**src/rtl/cp0_ctrl.sv**
```systemverilog
// MIPS-style coprocessor 0: exception state, Count/Compare timer
// and interrupt request generation for the exception stage.
module cp0_ctrl #(
  parameter int COUNT_DIV  = 2,
  parameter int HW_INT_NUM = 6
) (
  input  logic                  clk,
  input  logic                  rst,
  input  logic                  mtc0_en,
  input  logic [4:0]            mtc0_addr,
  input  logic [31:0]           mtc0_wdata,
  input  logic [4:0]            mfc0_addr,
  output logic [31:0]           mfc0_rdata,
  input  logic                  exc_valid,
  input  logic [4:0]            exc_code,
  input  logic [31:0]           exc_pc,
  input  logic                  exc_bd,
  input  logic [31:0]           exc_badvaddr,
  input  logic                  eret,
  input  logic [HW_INT_NUM-1:0] hw_int,
  output logic                  int_req,
  output logic [31:0]           epc_out,
  output logic                  status_exl
);

  localparam int PW = (COUNT_DIV > 1) ? $clog2(COUNT_DIV) : 1;
  localparam logic [PW-1:0] PMAX = PW'(COUNT_DIV - 1);

  logic [31:0]   badvaddr;
  logic [31:0]   count;
  logic [31:0]   compare;
  logic [31:0]   epc;
  logic [PW-1:0] presc;
  logic [7:0]    im;
  logic          exl;
  logic          ie;
  logic          bd;
  logic          ti;
  logic [5:0]    ip_hw;
  logic [1:0]    ip_sw;
  logic [4:0]    exccode;

  logic [5:0]    hw6;
  logic          tick;
  logic          wr_cnt;
  logic          wr_cmp;
  logic          wr_sr;
  logic          wr_cause;
  logic          wr_epc;
  logic [31:0]   status;
  logic [31:0]   cause;

  assign hw6  = 6'(hw_int);
  assign tick = (presc == PMAX);

  // Exceptions own Status/Cause/EPC this cycle; ERET owns Status.
  assign wr_cnt   = mtc0_en && mtc0_addr == 5'd9;
  assign wr_cmp   = mtc0_en && mtc0_addr == 5'd11;
  assign wr_sr    = mtc0_en && mtc0_addr == 5'd12
                    && !exc_valid && !eret;
  assign wr_cause = mtc0_en && mtc0_addr == 5'd13
                    && !exc_valid;
  assign wr_epc   = mtc0_en && mtc0_addr == 5'd14
                    && !exc_valid;

  assign status = {9'b0, 1'b1, 6'b0, im, 6'b0, exl, ie};
  assign cause  = {bd, ti, 14'b0, ip_hw, ip_sw,
                   1'b0, exccode, 2'b0};

  always_ff @(posedge clk) begin
    if (rst) begin
      badvaddr <= '0;
      count    <= '0;
      compare  <= '0;
      epc      <= '0;
      presc    <= '0;
      im       <= '0;
      exl      <= 1'b0;
      ie       <= 1'b0;
      bd       <= 1'b0;
      ti       <= 1'b0;
      ip_hw    <= '0;
      ip_sw    <= '0;
      exccode  <= '0;
    end else begin
      if (wr_cnt) begin
        count <= mtc0_wdata;
        presc <= '0;
      end else begin
        presc <= tick ? '0 : presc + 1'b1;
        if (tick) count <= count + 32'd1;
      end

      if (wr_cmp) begin
        compare <= mtc0_wdata;
        ti      <= 1'b0;
      end else if (count == compare) begin
        ti <= 1'b1;
      end

      ip_hw <= {ti | hw6[5], hw6[4:0]};

      if (exc_valid) begin
        if (!exl) begin
          epc <= exc_bd ? exc_pc - 32'd4 : exc_pc;
          bd  <= exc_bd;
        end
        exl     <= 1'b1;
        exccode <= exc_code;
        if (exc_code == 5'd4 || exc_code == 5'd5)
          badvaddr <= exc_badvaddr;
      end else if (eret) begin
        exl <= 1'b0;
      end else if (wr_sr) begin
        exl <= mtc0_wdata[1];
      end

      if (wr_sr) begin
        im <= mtc0_wdata[15:8];
        ie <= mtc0_wdata[0];
      end
      if (wr_cause) ip_sw <= mtc0_wdata[9:8];
      if (wr_epc) epc <= mtc0_wdata;
    end
  end

  always_comb begin
    case (mfc0_addr)
      5'd8:    mfc0_rdata = badvaddr;
      5'd9:    mfc0_rdata = count;
      5'd11:   mfc0_rdata = compare;
      5'd12:   mfc0_rdata = status;
      5'd13:   mfc0_rdata = cause;
      5'd14:   mfc0_rdata = epc;
      default: mfc0_rdata = '0;
    endcase
  end

  assign int_req    = ie & ~exl & |({ip_hw, ip_sw} & im);
  assign epc_out    = epc;
  assign status_exl = exl;

endmodule
```
**config.mk**
```make
export PLATFORM = sky130hd
export DESIGN_NAME = cp0_ctrl
export DESIGN_NICKNAME = d
export VERILOG_FILES = /design/src/rtl/cp0_ctrl.sv
export SDC_FILE = /design/constraint.sdc
export NUM_CORES = 1
export LEC_CHECK = 0
export CAP_MARGIN = 20
export CORE_ASPECT_RATIO = 0.7
export CORE_MARGIN = 8
export CORE_UTILIZATION = 50
export CTS_CLUSTER_DIAMETER = 120
export CTS_CLUSTER_SIZE = 12
export DETAILED_ROUTE_END_ITERATION = 16
export HOLD_SLACK_MARGIN = 0.02
export PLACE_DENSITY_LB_ADDON = 0.08
export RECOVER_POWER = 50
export REMOVE_ABC_BUFFERS = 1
export SYNTH_ARGS = -nofsm -noshare
export SYNTH_HDL_FRONTEND = slang
export SYNTH_SLANG_ARGS = --single-unit
```
**constraint.sdc**
```tcl
create_clock -name clk -period 3.87 [get_ports clk]
set_input_delay 1.161 -clock clk [delete_from_list [all_inputs] [get_ports clk]]
set_output_delay 1.161 -clock clk [all_outputs]
set_load 0.03 [all_outputs]
```
# == After elaboration in Yosys (flattened, before gate mapping) ==
# Index checks and enable logic that the tools add are counted.
# totals
ff_bits,154
in_bits,123
output_inout_bits,66
elab_cells,67
# op_classes
n_addsub,3
eq_ne,15
n_mux,10
bitwise_logic,5
reduce_logical,21
# op_table
op,n
2-to-1 mux 32 bit,6
case mux 32 bit (6 select lines),1
"== test 5 x 4 -> 1 bit, second input constant",11
"adder 32 x 1 -> 32 bit, second input constant",1
== test 32 bit,1
"subtractor 32 x 3 -> 32 bit, second input constant",1
"== test 5 x 3 -> 1 bit, second input constant",2
logical AND 1 bit,9
bitwise AND 8 bit,1
OR reduction 8 bit,1
AND reduction 2 bit,3
nonzero test 2 bit,2
2-to-1 mux 1 bit,3
nonzero test 3 bit,1
OR reduction 3 bit,1
bitwise AND 1 bit,2
zero test 1 bit,2
"inequality test 2 x 1 -> 1 bit, second input constant",1
OR reduction 2 bit,1
"adder 1 bit, second input constant",1
logical OR 1 bit,1
inverter 1 bit,1
OR 1 bit,1

# == Longest topological paths before layout ==
# Gate-level depths: netlist of the first run.
# depth
word_depth,7
depth_mapped,8
depth_no_buf,7

# == Worst setup path after synthesis of the first run ==
# Ideal clock, no wire load.
# synth_path
path_kind,input-to-output
from,input port mfc0_addr[1]
to,output port mfc0_rdata[10]
arrival_ns,2.462
slack_ns,0.247
stages,5
path_buffers,1
path_cell_list,nand2b_1 > nor4_1 > clkbuf_1 > a22oi_1 > nand3_1
# synth_via
elab_chain_len,2
word_cells_on_any_way,7
cone_classes,eq/ne (6); mux (1)
# synth_lines
element,line,rtl
"start, declared",12,"input logic [4:0] mfc0_addr,"
== test 5 x 4 -> 1 bit,128,case (mfc0_addr)
case mux 32 bit (6 select lines) (*),128,
"end, declared",13,"output logic [31:0] mfc0_rdata,"
# Every way passes the cells marked *; elsewhere a longest branch is shown, timed or not.

# == Worst setup path after layout of the first run ==
# layout_path
from,input port mfc0_addr[2]
to,output port mfc0_rdata[14]
# The elaborated chain is that of the path after synthesis.

==> run summary, run 1 <==
### Timing
- **time the worst path needs with I/O delays and setup** 3.822 ns
- **sum of negative setup slack** 0 ns
- **setup repair after global routing missed its margin** yes
- **post-route setup slack** 0.04771 ns
- **setup clock skew after layout** 0.01436 ns
- **worst hold margin** 0.4599 ns
- **Least-Margin Pin Slew** 2.036 ns
- **Setup-failing EPs final** 0
- **final number of hold-violating endpoints** 0
- **number of pins with negative max-slew slack in the final report** 127
- **highest clock frequency the design can meet** 261.6 MHz
- **share of the clock period used by the worst path after layout** 98.77%
- **worst-case headroom to the max-slew limit** -35.76%

### Setup path
- **required time of the critical path** 2.71 ns
- **Crit path arrival time** 2.66 ns
- **largest fanout on the critical path** 8
- **startpoint types** input port
- **kind of critical path** in -> out
- **element type at the critical path end** output pin

### Synth
- **total of flip-flops plus latches after synthesis** 154
- **number of synthesized flops with an enable pin** 0
- **synthesized area per cell** 8.018 sq um
- **Async S/R FF share, synth** 0%
- **share of the synthesized area in the top cell type** 39.04%
- **Post-Syn Area** 7898 sq um
- **number of distinct library cells after synthesis** 46
- **YS warnings** 0
- **top cells by area, synth** sky130_fd_sc_hd__dfxtp_1 (39%), sky130_fd_sc_hd__nand2_1 (8.7%), sky130_fd_sc_hd__xnor2_1 (8.2%)
- **post-synthesis instance total** 985
- **leading register cell type out of synthesis** sky130_fd_sc_hd__dfxtp_1
- **Seq/Total Area, Yosys** 39.04%
- **largest area contributor in the netlist** sky130_fd_sc_hd__dfxtp_1

### Clocking
- **cts-stage hold buffer count** 0
- **TritonCTS clock tree** yes
- **maximum number of buffers from clock root to sink** 2
- **Inserted Clock Buffers** 17
- **post-CTS clock slew at the launch and capture registers of the worst setup and hold paths** 0.06 ns
- **Sinks on Clock Net** 154
- **H-tree Lvls** 4
- **clk_lat worst skew** 0.43 ns
- **cell at the root of the clock tree** sky130_fd_sc_hd__clkbuf_16

### Floorplanning
- **core area** 15,450 sq um
- **die outline height** 121.2 um
- **initial cell density of the core** 51.11%
- **row count** 38
- **Die W** 166.2 um
- **number of top-level pins** 189
- **Die Footprint** 20,140 sq um

### Route
- **Detailed Route Iter0 Violations** 1,256
- **number of vias per cell** 6.215
- **via count** 8,564
- **Pre-antenna DRT Iters** 5
- **detail-routed net length per standard cell** 21.79 um
- **remaining routing DRC violations** 0
- **remaining antenna violation count** 0
- **Post-Route WL** 30.03 mm

### Finish
- **count of inserted antenna diode cells** 0
- **post-route cell area** 11,170 sq um
- **Filler Cell Count** 1,206
- **layout overhead on the synthesized area** 41.43%
- **Total Nets Final** 1,293
- **fraction of layout instances using a drive strength above 1** 11.04%
- **fin util** 72.28%

### Placement
- **half-perimeter wire length of the detailed placement result** 20.99 mm
- **routability congestion estimate from global placement** 0.9059
- **setup slack at placement** -0.1299 ns
- **number of port buffers** 188
- **post-detailed-placement cell area** 10,450 sq um

### Power
- **Leakage Power** 3.951 nW
- **PwrDens** 342.5 nW/um^2
- **worst ir drop on vdd** 0.0002469 V

### Global routing
- **overall fraction of global-route tracks in use** 28.95%
- **number of antenna violations at the first check in global routing** 1
- **first-pass GRT wire length** 46.34 mm
- **number of global-route vias before repair** 8,192
- **total congestion overflow** 0
- **maximum number of pins on one net before global-route repair** 81

### Status
- **violations in the final reports** capacitance limit, slew limit
- **status** finished, violations left

### Hold path
- **Worst Hold Class** reg -> reg

### Job
- **# Max-Cap Violations** 2

[critical path, cell delays in order]
cell                              delay, ns
sky130_fd_sc_hd__clkdlybuf4s15_1       0.25
sky130_fd_sc_hd__buf_4                 0.19
sky130_fd_sc_hd__nor3_4                0.35
sky130_fd_sc_hd__buf_12                0.19
sky130_fd_sc_hd__buf_12                0.14
sky130_fd_sc_hd__a22oi_1               0.08
sky130_fd_sc_hd__nand3_1               0.16
sky130_fd_sc_hd__buf_12                0.14
[final cells by class]
class | count | area, sq um | area share, %
sequential | 154 | 3083 | 27.60
clock inverter | 10 | 121.4 | 1.087
timing repair buffer | 241 | 2656 | 23.78
tap | 200 | 250.2 | 2.240
multi-input combinational | 745 | 4582 | 41.02
inverter | 9 | 33.78 | 0.3025
clock buffer | 19 | 442.9 | 3.965
[registers in the layout (all words and copies together) (netlist names), 2 cells and up]
| name | cells |
|---|---|
| im | 8 |
| epc_out | 32 |
| badvaddr | 32 |
| exccode | 5 |
| ip_hw | 6 |
| count | 32 |
| compare | 32 |
| ip_sw | 2 |
[cell usage after synthesis (2+ instances only)]
cell type                  instances
sky130_fd_sc_hd__and4_1            5
sky130_fd_sc_hd__and2_1            4
sky130_fd_sc_hd__nor3b_1           9
sky130_fd_sc_hd__o21ai_0           5
sky130_fd_sc_hd__inv_1             9
sky130_fd_sc_hd__nor2_1           62
sky130_fd_sc_hd__a211oi_1         24
sky130_fd_sc_hd__clkbuf_1         73
sky130_fd_sc_hd__nand4b_1          3
sky130_fd_sc_hd__a21oi_1          87
sky130_fd_sc_hd__a22oi_1          77
sky130_fd_sc_hd__nand2_1         182
sky130_fd_sc_hd__and3_1            4
sky130_fd_sc_hd__a221oi_1          4
sky130_fd_sc_hd__dfxtp_1         154
sky130_fd_sc_hd__nand4_1          17
sky130_fd_sc_hd__nor4_1           22
sky130_fd_sc_hd__nand2b_1          8
sky130_fd_sc_hd__nor4b_1           3
sky130_fd_sc_hd__o22ai_1          23
sky130_fd_sc_hd__xor2_1           12
sky130_fd_sc_hd__and3b_1           2
sky130_fd_sc_hd__nor2b_1           7
sky130_fd_sc_hd__ha_1              2
sky130_fd_sc_hd__or3_1             4
sky130_fd_sc_hd__a222oi_1         10
sky130_fd_sc_hd__nand3b_1          2
sky130_fd_sc_hd__buf_2             2
sky130_fd_sc_hd__or4_1             2
sky130_fd_sc_hd__mux2i_1          18
sky130_fd_sc_hd__a311oi_1          3
sky130_fd_sc_hd__nor3_1           23
sky130_fd_sc_hd__a32oi_1          15
sky130_fd_sc_hd__o31a_1            2
sky130_fd_sc_hd__xnor2_1          74
sky130_fd_sc_hd__nand3_1          22
[cell families after synthesis]
group                    count (synthesis)  synth area share, %
adder cells (fa/ha/maj)                  2               0.3168
AND/OR/NAND/NOR                        385                22.97
XOR/XNOR                                86                9.537
multiplexers                            19                2.424
AO/OA/AOI/OAI                          253                21.48
buffers and inverters                   86                4.230
flip-flops                             154                39.04
[worst paths after layout]
| kind | start | endpoint | slack [ns] | cells past startpoint |
|---|---|---|---|---|
| setup reg to reg | count[2] | count[28] | 1.20 | 5 |
| hold reg to reg | badvaddr[21] | badvaddr[21] | 0.46 | 2 |
| setup / recovery | mfc0_addr[2] | mfc0_rdata[14] | 0.05 | 8 |
| hold / removal | badvaddr[21] | badvaddr[21] | 0.46 | 2 |
[layer usage]
| metal | routed length [um] | track usage (%) | vias to the layer above |
|---|---|---|---|
| met4 | 629 | 9.142 | 2 |
| li1 | - | - | 3934 |
| met3 | 3611 | 6.987 | 64 |
| met2 | 12600 | 42.62 | 576 |
| met1 | 13170 | 41.04 | 3988 |
| met5 | 16 | 0 | - |
[cell usage in the layout (no fill, tap or decap), types with 5 or more instances in the layout]
cell and count:
sky130_fd_sc_hd__a211oi_1 24, sky130_fd_sc_hd__a21oi_1 87, sky130_fd_sc_hd__a222oi_1 10, sky130_fd_sc_hd__a22oi_1 76, sky130_fd_sc_hd__a32oi_1 15, sky130_fd_sc_hd__and4_1 5, sky130_fd_sc_hd__buf_12 34, sky130_fd_sc_hd__buf_4 41
sky130_fd_sc_hd__clkbuf_16 18, sky130_fd_sc_hd__clkdlybuf4s50_1 116, sky130_fd_sc_hd__dfxtp_1 154, sky130_fd_sc_hd__dlygate4sd3_1 34, sky130_fd_sc_hd__inv_1 9, sky130_fd_sc_hd__mux2i_1 18, sky130_fd_sc_hd__nand2_1 181, sky130_fd_sc_hd__nand2b_1 6
sky130_fd_sc_hd__nand3_1 22, sky130_fd_sc_hd__nand4_1 17, sky130_fd_sc_hd__nor2_1 62, sky130_fd_sc_hd__nor2b_1 7, sky130_fd_sc_hd__nor3_1 20, sky130_fd_sc_hd__nor3b_1 9, sky130_fd_sc_hd__nor4_1 18, sky130_fd_sc_hd__o21ai_0 5
sky130_fd_sc_hd__o22ai_1 23, sky130_fd_sc_hd__xnor2_1 74, sky130_fd_sc_hd__xor2_1 12
[report_power, final]
group | leakage [nW] | internal (mW) | switching, mW
Sequential | 1.25 | 1.63 | 0.0507
Combinational | 2.44 | 0.242 | 0.255
Clock | 0.264 | 0.959 | 0.688
Total | 3.95 | 2.83 | 0.994
[metrics by stage]
stage,total power [mW],cells
after global placement,2.196,1341
after CTS,3.816,1375
final,3.826,1378
after global routing,3.918,1378
after detailed placement,2.200,1341
after floorplan,1.876,908
[repair_timing]
action	in CTS	in global routing
endpoints found under the setup margin	32	28
gates resized for setup	21	3
gates cloned	2	1
pin swaps	4	5
setup buffers	3	2
(Power assumes the default switching activity.)
==> run 2: changes to the inputs <==
--- a/config.mk
+++ b/config.mk
@@ -13,7 +13,7 @@
 export CTS_CLUSTER_SIZE = 12
 export DETAILED_ROUTE_END_ITERATION = 16
 export HOLD_SLACK_MARGIN = 0.02
-export PLACE_DENSITY_LB_ADDON = 0.08
+export PLACE_DENSITY = 0.8
 export RECOVER_POWER = 50
 export REMOVE_ABC_BUFFERS = 1
 export SYNTH_ARGS = -nofsm -noshare
==> run 2 against run 1 <==
The run now ends clean; clock power about the same; die area unchanged; utilization down 1.6 points; highest routed layer unchanged.
==> run summary, run 2 (synthesis gave the netlist of run 1 again) <==
### Status
- **status** completed, was finished, violations left

### Global routing
- **overall fraction of global-route tracks in use** 29.19%, was 28.95%
- **first-pass GRT wire length** 47.18 mm, was 46.34 mm
- **number of global-route vias before repair** 8,418, was 8,192
- **total congestion overflow** 0, unchanged
- **number of antenna violations at the first check in global routing** 2, was 1
- **maximum number of pins on one net before global-route repair** 53, was 81

### Clocking
- **post-CTS clock slew at the launch and capture registers of the worst setup and hold paths** 0.06 ns, about the same
- **clk_lat worst skew** 0.42 ns, was 0.43 ns
- **H-tree Lvls** 4, unchanged
- **Inserted Clock Buffers** 17, unchanged
- **TritonCTS clock tree** yes, unchanged
- **cell at the root of the clock tree** sky130_fd_sc_hd__clkbuf_16, unchanged
- **Sinks on Clock Net** 154, unchanged
- **maximum number of buffers from clock root to sink** 2, unchanged

### Finish
- **Filler Cell Count** 1,209, was 1,206
- **layout overhead on the synthesized area** 38.26%, was 41.43%
- **most common library cell in the layout ignoring fill and taps** sky130_fd_sc_hd__nand2_1, unchanged
- **fraction of layout instances using a drive strength above 1** 10.42%, was 11.04%
- **fin util** 70.66%, was 72.28%
- **Total Nets Final** 1,285, was 1,293
- **count of inserted antenna diode cells** 0, unchanged
- **leading cell types in the layout, fill and taps excluded** sky130_fd_sc_hd__nand2_1 (181), sky130_fd_sc_hd__dfxtp_1 (154), sky130_fd_sc_hd__clkdlybuf4s50_1 (126), was sky130_fd_sc_hd__nand2_1 (181), sky130_fd_sc_hd__dfxtp_1 (154), sky130_fd_sc_hd__clkdlybuf4s50_1 (116)

### Power
- **PwrDens** 353.4 nW/um^2, was 342.5 nW/um^2
- **worst ir drop on vdd** 0.0002494 V, was 0.0002469 V
- **Leakage Power** 3.827 nW, was 3.951 nW

### Timing
- **worst-case headroom to the max-slew limit** 4.030%, was -35.76%
- **Setup-failing EPs final** 0, unchanged
- **share of the clock period used by the worst path after layout** 97.85%, was 98.77%
- **setup clock skew after layout** 0.007708 ns, was 0.01436 ns
- **setup repair after global routing missed its margin** no, was yes
- **number of pins with negative max-slew slack in the final report** 0, was 127
- **time the worst path needs with I/O delays and setup** 3.787 ns, was 3.822 ns
- **highest clock frequency the design can meet** 264.1 MHz, was 261.6 MHz
- **sum of negative setup slack** 0 ns, unchanged
- **Least-Margin Pin Slew** 1.440 ns, was 2.036 ns
- **final number of hold-violating endpoints** 0, unchanged

### Setup path
- **worst-path cell with the longest stage delay** sky130_fd_sc_hd__dlygate4sd2_1, was sky130_fd_sc_hd__nor3_4
- **cell repeated most along the worst path** sky130_fd_sc_hd__buf_12, unchanged
- **required time of the critical path** 2.71 ns, about the same
- **startpoint types** input port, unchanged
- **Crit path arrival time** 2.63 ns, was 2.66 ns
- **kind of critical path** in -> out, unchanged
- **total buffers and inverters traversed by the critical path** 4, was 5
- **CP max stage delay** 0.27 ns, was 0.35 ns
- **Top delay family on crit path** buffers and inverters, unchanged
- **largest fanout on the critical path** 19, was 8
- **CP cell instances** dlygate4sd2_1, nand2b_2, nor3_2, buf_12, buf_12, a22oi_1, nand2_1, buf_4, was clkdlybuf4s15_1, buf_4, nor3_4, buf_12, buf_12, a22oi_1, nand3_1, buf_12
- **element type at the critical path end** output pin, unchanged

### Route
- **Pre-antenna DRT Iters** 6, was 5
- **number of vias per cell** 6.292, was 6.215
- **detail-routed net length per standard cell** 21.92 um, was 21.79 um
- **remaining routing DRC violations** 0, unchanged
- **Post-Route WL** 30.05 mm, was 30.03 mm
- **via count** 8,627, was 8,564
- **Detailed Route Iter0 Violations** 1,100, was 1,256
- **remaining antenna violation count** 0, unchanged

### Placement
- **half-perimeter wire length of the detailed placement result** 21.75 mm, was 20.99 mm
- **routability congestion estimate from global placement** 0.8976, was 0.9059
- **number of port buffers** 188, unchanged

### Floorplanning
- **Die Footprint** 20,140 sq um, unchanged
- **initial cell density of the core** 51.11%, unchanged
- **Die W** 166.2 um, unchanged
- **row count** 38, unchanged
- **number of top-level pins** 189, unchanged
- **core area** 15,450 sq um, unchanged
- **die outline height** 121.2 um, unchanged

### Hold path
- **Worst Hold Class** reg -> reg, unchanged

### Job
- **# Max-Cap Violations** 0, was 2

[run 2: where the power goes]
part           total (mW)  internal (mW)  switching, mW  leakage (nW)
Combinational       0.490          0.233          0.257          2.31
Clock                1.68           1.00          0.682         0.268
Sequential           1.69           1.63         0.0547          1.25
[run 2: layout make-up]
type	count	area (sq um)	area share, %
Timing Repair Buffer	233	2410	22.07
Inverter	9	33.78	0.3094
Clock inverter	13	155.1	1.421
Tap cell	200	250.2	2.292
Sequential cell	154	3083	28.23
Multi-Input combinational cell	745	4562	41.78
Clock buffer	17	425.4	3.896
[run 2: repair_timing]
| item | in CTS | in global routing |
|---|---|---|
| endpoints found under the setup margin | 32 | 12 |
| pin swaps | 4 | 0 |
| buffers inserted | 0 | 0 |
| gates cloned | 1 | 0 |
| gates resized for setup | 13 | 1 |
| hold buffers | 0 | 0 |
[run 2: worst paths after layout]
check,to,from,slack [ns],cells after the start
worst max-delay path,mfc0_rdata[17],mfc0_addr[4],0.08,8
worst min register to register,badvaddr[9],badvaddr[9],0.46,2
worst min-delay path,badvaddr[9],badvaddr[9],0.46,2
worst max register to register,count[30],count[2],1.27,5
[run 2: tightest hold or removal path, cell delays in order (launching register included)]
cell	delay (ns)
sky130_fd_sc_hd__dfxtp_1	0.31
sky130_fd_sc_hd__nand2_1	0.05
sky130_fd_sc_hd__a21oi_1	0.05
[run 2: layer usage]
metal	up-vias	GRT usage, %	part of all wire [%]
li1	3913	-	-
met1	4013	40.02	42
met2	631	42.57	42
met3	66	9.847	14
met4	4	9.142	2.1
met5	-	0	0.090
[run 2: per-stage QoR]
step | cells | cell area, sq um | hold WS [ns] | total power [mW] | setup slack (ns)
2_1_floorplan | 908 | 7597 | 0.4297 | 1.876 | -1.735
3_3_place_gp | 1340 | 10330 | 0.4435 | 2.195 | -0.1450
3_5_place_dp | 1340 | 10330 | 0.4483 | 2.201 | -0.1411
4_1_cts | 1371 | 10930 | 0.4574 | 3.849 | 0.07847
5_1_grt | 1371 | 10920 | 0.4749 | 3.949 | 0.007232
6_report | 1371 | 10920 | 0.4591 | 3.859 | 0.08312
